### src/rtl/sirv_uart_pkg.sv
// sirv_uart_pkg
// Shared definitions for the UART blocks: transmit FSM state encoding,
// data-bit count and frame-length constants.
// Optional feature macro: SIRV_UART_TXARB_PARITY_EN (adds an even-parity bit).
package sirv_uart_pkg;

    typedef enum logic [2:0] {
        ST_IDLE   = 3'd0,
        ST_START  = 3'd1,
        ST_DATA   = 3'd2,
        ST_PARITY = 3'd3,
        ST_STOP   = 3'd4
    } uart_state_e;

    localparam int         UART_DATA_BITS = 8;
    // Bit-counter value of the final data bit (MSB).
    localparam logic [2:0] UART_LAST_BIT  = 3'(UART_DATA_BITS - 1);

    // Bit periods per frame: start + data + [parity] + stop.
    localparam int UART_FRAME_BITS_8N1 = 10;
    localparam int UART_FRAME_BITS_8E1 = 11;

endpackage

### src/rtl/sirv_uart_baudtick.sv
// sirv_uart_baudtick
// Loadable baud-rate down-counter. Loading with div makes the counter hold
// each bit for div+1 clocks; tick is high while the count is zero.
// Ports:
//   clock, reset : clock and asynchronous active-high reset
//   load         : load div into the counter this cycle
//   div          : reload value (bit period minus one)
//   tick         : count has reached zero (last clock of the bit period)
module sirv_uart_baudtick #(
    parameter int DIV_W = 16
) (
    input  logic             clock,
    input  logic             reset,
    input  logic             load,
    input  logic [DIV_W-1:0] div,
    output logic             tick
);

    logic [DIV_W-1:0] cnt_q;

    always_ff @(posedge clock or posedge reset) begin
        if (reset) begin
            cnt_q <= '0;
        end else if (load) begin
            cnt_q <= div;
        end else if (cnt_q != '0) begin
            cnt_q <= cnt_q - DIV_W'(1);
        end
    end

    assign tick = (cnt_q == '0);

endmodule

### src/rtl/sirv_uart_txarb.sv
// sirv_uart_txarb
// Two-requester UART transmitter: round-robin arbitration between two byte
// sources, then 8N1 serialization (LSB first) at bit period io_div+1 clocks.
// Optional macro SIRV_UART_TXARB_PARITY_EN inserts an even-parity bit
// between the data bits and the stop bit.
// Ports:
//   clock, reset          : clock and asynchronous active-high reset
//   io_en                 : allow new frames to be accepted
//   io_div                : baud divisor, captured at handshake
//   io_reqN_valid/bits    : requester N offers a byte
//   io_reqN_ready         : requester N's byte is taken this cycle
//   io_txd                : serial line, idle high
//   io_busy               : frame in progress
//   io_grant              : requester owning the current/last frame
module sirv_uart_txarb
    import sirv_uart_pkg::*;
#(
    parameter int DIV_W = 16
) (
    input  logic             clock,
    input  logic             reset,
    input  logic             io_en,
    input  logic [DIV_W-1:0] io_div,
    input  logic             io_req0_valid,
    output logic             io_req0_ready,
    input  logic [7:0]       io_req0_bits,
    input  logic             io_req1_valid,
    output logic             io_req1_ready,
    input  logic [7:0]       io_req1_bits,
    output logic             io_txd,
    output logic             io_busy,
    output logic             io_grant
);

    uart_state_e               state_q, state_d;
    logic [UART_DATA_BITS-1:0] shift_q;
    logic [DIV_W-1:0]          div_q;
    logic [2:0]                bit_cnt_q;
    logic                      rr_q;
    logic                      grant_q;
`ifdef SIRV_UART_TXARB_PARITY_EN
    logic                      par_q;
`endif

    logic             arb_ok;
    logic             winner;
    logic             hs;
    logic [7:0]       win_bits;
    logic             tick;
    logic             baud_load;
    logic [DIV_W-1:0] baud_div;

    // Handshake: a byte transfers on a rising clock when valid and ready are
    // both high. ready is offered only in IDLE with io_en set, to one winner
    // only, and never depends on the other requester's ready. A requester may
    // drop valid before ready without effect but must hold bits while valid.
    // rr_q holds the last winner; on contention the other requester wins.
    assign arb_ok        = (state_q == ST_IDLE) && io_en && (io_req0_valid || io_req1_valid);
    assign winner        = (io_req0_valid && io_req1_valid) ? ~rr_q : io_req1_valid;
    assign io_req0_ready = arb_ok && !winner;
    assign io_req1_ready = arb_ok && winner;
    assign hs            = (io_req0_valid && io_req0_ready) || (io_req1_valid && io_req1_ready);
    assign win_bits      = winner ? io_req1_bits : io_req0_bits;

    // Load the fresh divisor at handshake so START already uses it; reload the
    // captured divisor at every bit boundary so mid-frame io_div changes are ignored.
    assign baud_load = hs || ((state_q != ST_IDLE) && tick);
    assign baud_div  = hs ? io_div : div_q;

    sirv_uart_baudtick #(
        .DIV_W (DIV_W)
    ) u_baudtick (
        .clock (clock),
        .reset (reset),
        .load  (baud_load),
        .div   (baud_div),
        .tick  (tick)
    );

    // State register
    always_ff @(posedge clock or posedge reset) begin
        if (reset) begin
            state_q <= ST_IDLE;
        end else begin
            state_q <= state_d;
        end
    end

    // Next-state logic
    always_comb begin
        state_d = state_q;
        case (state_q)
            ST_IDLE:  if (hs) state_d = ST_START;
            ST_START: if (tick) state_d = ST_DATA;
            ST_DATA: begin
                if (tick && (bit_cnt_q == UART_LAST_BIT)) begin
`ifdef SIRV_UART_TXARB_PARITY_EN
                    state_d = ST_PARITY;
`else
                    state_d = ST_STOP;
`endif
                end
            end
`ifdef SIRV_UART_TXARB_PARITY_EN
            ST_PARITY: if (tick) state_d = ST_STOP;
`endif
            ST_STOP:  if (tick) state_d = ST_IDLE;
            default:  state_d = ST_IDLE;
        endcase
    end

    // Output logic
    always_comb begin
        io_txd  = 1'b1;
        io_busy = (state_q != ST_IDLE);
        case (state_q)
            ST_START:  io_txd = 1'b0;
            ST_DATA:   io_txd = shift_q[0];
`ifdef SIRV_UART_TXARB_PARITY_EN
            ST_PARITY: io_txd = par_q;
`endif
            default:   io_txd = 1'b1;
        endcase
    end

    // Datapath: capture on handshake, shift on each data-bit tick.
    always_ff @(posedge clock or posedge reset) begin
        if (reset) begin
            shift_q   <= '0;
            div_q     <= '0;
            bit_cnt_q <= '0;
            rr_q      <= 1'b1;
            grant_q   <= 1'b0;
`ifdef SIRV_UART_TXARB_PARITY_EN
            par_q     <= 1'b0;
`endif
        end else if (hs) begin
            shift_q   <= win_bits;
            div_q     <= io_div;
            bit_cnt_q <= '0;
            rr_q      <= winner;
            grant_q   <= winner;
`ifdef SIRV_UART_TXARB_PARITY_EN
            par_q     <= ^win_bits;
`endif
        end else if ((state_q == ST_DATA) && tick) begin
            shift_q   <= shift_q >> 1;
            bit_cnt_q <= bit_cnt_q + 3'd1;
        end
    end

    assign io_grant = grant_q;

endmodule
### config.mk
export PLATFORM = sky130hd
export DESIGN_NAME = sirv_uart_txarb
export DESIGN_NICKNAME = d
export VERILOG_FILES = /design/src/rtl/sirv_uart_pkg.sv /design/src/rtl/sirv_uart_baudtick.sv /design/src/rtl/sirv_uart_txarb.sv
export SDC_FILE = /design/constraint.sdc
export NUM_CORES = 1
export LEC_CHECK = 0
export BUFFER_PORTS_ARGS = -buffer_cell sky130_fd_sc_hd__buf_4
export CAP_MARGIN = 30
export CELL_PAD_IN_SITES_DETAIL_PLACEMENT = 0
export CELL_PAD_IN_SITES_GLOBAL_PLACEMENT = 2
export CORE_MARGIN = 2
export CORE_UTILIZATION = 40
export DETAILED_ROUTE_END_ITERATION = 8
export PLACE_DENSITY = 0.87
export RECOVER_POWER = 25
export SLEW_MARGIN = 10
export SYNTH_ARGS = -nofsm -noshare
export SYNTH_HDL_FRONTEND = slang
export SYNTH_HIERARCHICAL = 1
export SYNTH_SLANG_ARGS = --single-unit
export TNS_END_PERCENT = 1
### constraint.sdc
create_clock -name clock -period 6.29 [get_ports clock]
set_input_delay 0.629 -clock clock [delete_from_list [all_inputs] [get_ports clock]]
set_output_delay 0.629 -clock clock [all_outputs]
set_load 0.03 [all_outputs]
# Yosys cells after proc, flatten, opt, wreduce, memory -nomap -nowiden
# Index checks and enable logic that the tools add are counted.
[op_classes] n_addsub=2 n_mul=0 div_mod_pow=0 n_lt_le_gt_ge=0 eq_ne=8 shift=0 mux=15 n_bitwise=1 n_reduce_logical=21
[ops] operator="$mux W16" count=3
[ops] operator="$mux W8" count=3
[ops] operator="$mux W3" count=6
[ops] operator="$logic_not A16 Y1" count=1
[ops] operator="$reduce_bool A16 Y1" count=1
[ops] operator="$sub A16 B1 Y16 const B" count=1
[ops] operator="$pmux W3 S4" count=1
[ops] operator="$logic_and A1 B1 Y1" count=10
[ops] operator="$ne A2 B2 Y1 const B" count=4
[ops] operator="$eq A3 B3 Y1 const B" count=2
[ops] operator="$reduce_and A4 Y1" count=1
[ops] operator="$reduce_bool A2 Y1" count=2
[ops] operator="$add A3 B1 Y3 const B" count=1
[ops] operator="$eq A3 B1 Y1 const B" count=1
[ops] operator="$eq A3 B2 Y1 const B" count=1
[ops] operator="$logic_not A3 Y1" count=1
[ops] operator="$logic_or A1 B1 Y1" count=3
[ops] operator="$reduce_bool A3 Y1" count=1
[ops] operator="$pmux W1 S2" count=1
[ops] operator="$logic_not A1 Y1" count=1
[ops] operator="$mux W1" count=1
[ops] operator="$not A1 Y1" count=1
[word_totals] register_bits=48 latchBits=0 mem_bits_rw=0 rom_bits=0 out_inout_bits=5 word_cells=54 memories=0

# Logic depth before layout (Yosys ltp)
[depth] depth_word=8 mapped_depth=10

# Modules after synthesis
# The synthesis kept the hierarchy.
[modules_own_cells] mod="sirv_uart_txarb" instances=1 cells_per_inst=114 area_each_um2=1605.3 seq_area_each_um2=802.0
[modules_own_cells] mod="sirv_uart_baudtick" instances=1 cells_per_inst=102 area_each_um2=993.5 seq_area_each_um2=400.4

# Least setup slack after synthesis
# OpenSTA, ideal clock, no wires.
[synth_path] path_type="input to output" start="input port io_req1_valid" end="output port io_req0_ready" arrival_ns=1.682 path_slack_ns=3.979 path_stages=3 path_cell_list="a21boi_0 -> buf_2 -> nor3_1"
[synth_between] elab_chain_len=4
[synth_rtl] item="from (decl)" line="sirv_uart_txarb.sv:27" source="input logic io_req1_valid,"
[synth_rtl] item="$logic_and A1 B1 Y1" line="sirv_uart_txarb.sv:59" source="assign winner = (io_req0_valid && io_req1_valid) ? ~rr_q : io_req1_valid;"
[synth_rtl] item="$mux W1" line="sirv_uart_txarb.sv:59"
[synth_rtl] item="$logic_not A1 Y1" line="sirv_uart_txarb.sv:60" source="assign io_req0_ready = arb_ok && !winner;"
[synth_rtl] item="$logic_and A1 B1 Y1 (*)" line="sirv_uart_txarb.sv:60"
[synth_rtl] item="to (decl)" line="sirv_uart_txarb.sv:25" source="output logic io_req0_ready,"
# Every way passes the cells marked *; elsewhere a longest branch is shown, timed or not.

# Final worst setup path
[layout_path] start="register u_baudtick.cnt_q[0]" end="register u_baudtick.cnt_q[14]"
[layout_between] elab_chain_len=4
[layout_rtl] item="from (decl)" line="sirv_uart_baudtick.sv:19" source="logic [DIV_W-1:0] cnt_q;"
[layout_rtl] item="from (signal assigned)" line="sirv_uart_baudtick.sv:25" source="cnt_q <= div;"
[layout_rtl] item="from (signal assigned)" line="sirv_uart_baudtick.sv:27" source="cnt_q <= cnt_q - DIV_W'(1);"
[layout_rtl] item="$logic_not A16 Y1 (*)" line="sirv_uart_baudtick.sv:31" source="assign tick = (cnt_q == '0);"
[layout_rtl] item="via tick" line="sirv_uart_txarb.sv:49" source="logic tick;"
[layout_rtl] item="$logic_and A1 B1 Y1 (*)" line="sirv_uart_txarb.sv:67" source="assign baud_load = hs || ((state_q != ST_IDLE) && tick);"
[layout_rtl] item="$logic_or A1 B1 Y1 (*)" line="sirv_uart_txarb.sv:67"
[layout_rtl] item="via baud_load" line="sirv_uart_txarb.sv:50" source="logic baud_load;"
[layout_rtl] item="$mux W16 / $reduce_bool A2 Y1 (equally long branches)"
# Mark *: on every way through the listed nets, which the timed path passes. The rest lies on a longest branch. The select of a mux whose other input is x is not followed.
# A chain may end at the register's enable or synchronous reset.

==> impl_metrics.toml <==
[status]
status = "complete, but fails checks"
violations = "capacitance limit, slew limit"

[route]
drc = 0
m1WireLength_um = 2240
post_drt_wl_per_cell_um = 14.1
top_layer = "met4"
wl_met2_um = 2330
wl_met3_um = 138
final_antenna_net_count = 0
avgViaCountPerCell = 5.16
drtIter0Drc = 95
vias = 1730
finalWirelength_um = 4740
dr.pass1.iters = 4

[sta]
final-max-slew-violation-count = 33
rsz0062_at_grt = "no"
setup_viol = 0
max-slew-margin-rel_pct = -17.4
hold_viol_final = 0
fin_crit_sh_pct = 49.4
finalSetupTns_ps = 0
max_freq_mhz = 322
fin_skew_ps = 4.62
final.min_clock_period_ps = 3100
tightest_slew_ps = 1760

[critical_path]
cp_common_cell = "inv_1"
reg2reg_slack_ps = 3190
crit_slowest_cell = "a21o_1"
arrival_ps = 3270
endpoint = "u_baudtick/cnt_q[14]$_DFFE_PP0P_"
crit_type = "reg -> reg"
r2r_cells = 9
crit_path_start = "u_baudtick/cnt_q[0]$_DFFE_PP0P_"
slowest_delay_ps = 640
critPathRequiredTime_ps = 6450
start_kind = "flop"
crit_fanout = 23
path_cells = "inv_1 -> ha_1 -> nor3b_2 -> nand4b_4 -> nor2_4 -> a21o_1 -> inv_1 -> o311ai_1 -> o211ai_1"
cp-end-kind = "flop"
reg2reg_from = "u_baudtick/cnt_q[0]$_DFFE_PP0P_"
r2r-end = "u_baudtick/cnt_q[14]$_DFFE_PP0P_"

[place]
dpl.cell_count = 327
port_buffers = 41
routabilityCongestion = 0.781
dpl.hpwl_um = 3370

[synthesis]
async_flop_share_pct = 100
ys_seq_area_share_pct = 46.3
synth_seq_cells = 48
ys.flop_type = "dfrtp_1"
netlist_instances = 216
synth_fp_nets = 256
yosysUniqueCellTypes = 49
synth_edf_count = 0
syn-cell-area_um2 = 2600
ys_warn_count = 6
avgSynthCellArea_um2 = 12.0

[pwr]
clock_power_share_pct = 17.3
switching_share_pct = 33.1
p_sw_w = 0.000380
p_comb_share_pct = 35.5
vdd_drop_max_mv = 0.145
power_density_nw_per_um2 = 379
internal_power_w = 0.000770
p_leak_nw = 1.34
p_seq_share_pct = 47.2

[global_route]
grt_usage_pct = 14.0
grt_pass1_vias = 1747
grt_pass1_wl_um = 8160
gr-total-overflow = 0
grt_start_max_net_pins = 33
antenna_found_initial = 0

[clock_network]
cts_buffers = 5
cts.clk_slew.worst_paths_ps = 80
clock-sinks = 48
postCtsSetupBuffers = 0
cts_hold_buf = 0
cts_tree = "yes"
cts_root_buf = "clkbuf_8"
htree_levels = 2
clock_latency_ps = 290
ctsResizeCount = 0
cts_buffer_depth = 2

[floorplan]
die_x_um = 84.6
ios = 42
initial_core_util_pct = 41.2
chipHeight_um = 84.6
dieArea_um2 = 7160
num_rows = 29
core_area_um2 = 6310

[final_layout]
instances_no_fill = 335
drive_gt1_share_pct = 32.2
mostFrequentLayoutCell = "dfrtp_1"
mostFrequentLayoutCells = "dfrtp_1, buf_4, nand2_1"
final_nets = 297
area_growth_syn_to_layout_pct = 16.8
num_antenna_cells = 0

[worst_hold_path]
hold_class = "in -> async"

[flow_run]
maxCapViolations = 1
## sequential cells by signal, indices dropped and copies added, names as in the netlist
name and flops:
bit_cnt_q 3, div_q 16, io_grant 1, rr_q 1, shift_q 8, state_q 3
u_baudtick/cnt_q 16
## cell type report
cell class | count | area (um^2)
Fill cell | 596 | 3280
Multi-Input combinational cell | 153 | 1290
Sequential cell | 48 | 1200
Timing Repair Buffer | 44 | 327
Clock buffer | 8 | 100
Tap cell | 77 | 96.3
Inverter | 5 | 18.8
## layer usage
| metal | vias up | GRT usage, % |
|---|---|---|
| met5 | - | 0 |
| met4 | 0 | 2.60 |
| met3 | 4 | 3.24 |
| met2 | 29 | 23.7 |
| met1 | 850 | 18.6 |
| li1 | 847 | - |
## synth_stat cells, drive strengths merged, types with 3 or more instances
master	instances	area, um^2
dfrtp	47	1180
nand2	27	101
mux2i	25	250
mux2	19	282
xnor2	10	87.6
a21oi	9	45.0
nor2	9	57.6
o21ai	9	45.0
nor3	7	61.3
buf	6	72.6
inv	5	18.8
clkbuf	4	15.0
nor3b	4	40.0
ha	3	37.5
nand3b	3	22.5
o31ai	3	22.5
## worst max-delay path, delay by kind of cell, from the launching register on
family | cells | cell delay, ps
buffers and inverters | 2 | 480
and+or+nand+nor | 3 | 920
adders and majority gates | 1 | 220
DFF | 1 | 410
AOI/OAI and AO/OA | 3 | 950
## power by group through the flow
stage | Clock [W] | Combinational, W | Sequential, W
floorplan | 0 | 0.000338 | 0.000530
global placement | 0 | 0.000412 | 0.000548
detailed placement | 0 | 0.000416 | 0.000547
global route | 0.000223 | 0.000458 | 0.000561
finish | 0.000199 | 0.000409 | 0.000543
CTS | 0.000205 | 0.000417 | 0.000544
## worst min path at each step
stage,startpoint,to,slack [ps],depth (start not counted)
3_3_place_gp,div_q[0]$_DFF_PP0_,div_q[0]$_DFF_PP0_,480,1
3_5_place_dp,div_q[5]$_DFF_PP0_,div_q[5]$_DFF_PP0_,480,1
4_1_cts,reset,div_q[2]$_DFF_PP0_,440,3
2_1_floorplan,div_q[6]$_DFF_PP0_,div_q[6]$_DFF_PP0_,470,1
6_report,reset,u_baudtick/cnt_q[0]$_DFFE_PP0P_,430,2
5_1_grt,reset,u_baudtick/cnt_q[0]$_DFFE_PP0P_,480,2
## metrics by stage
step	hold slack [ps]	util (%)	worst slack [ps]	cell area (um^2)	power (W)
floorplan	467	-	3980	2600	0.000868
global placement	480	46.5	3290	2940	0.000961
detailed placement	478	46.5	3200	2940	0.000963
CTS	437	48.1	3190	3040	0.00117
global route	476	48.1	2880	3030	0.00124
finish	427	48.1	3190	3030	0.00115
## cells by family (layout without fill, tap and decap cells)
logic type	after synthesis	count (layout)	share of synthesized area [%]
simple gates	63	63	16.2
xor+xnor	11	11	3.71
fa+ha+maj	3	3	1.44
mux	44	44	20.5
buf+inv	15	57	4.09
flops	48	48	46.3
compound gates	32	32	7.85
Note: power is estimated with default switching activity, not from simulation.
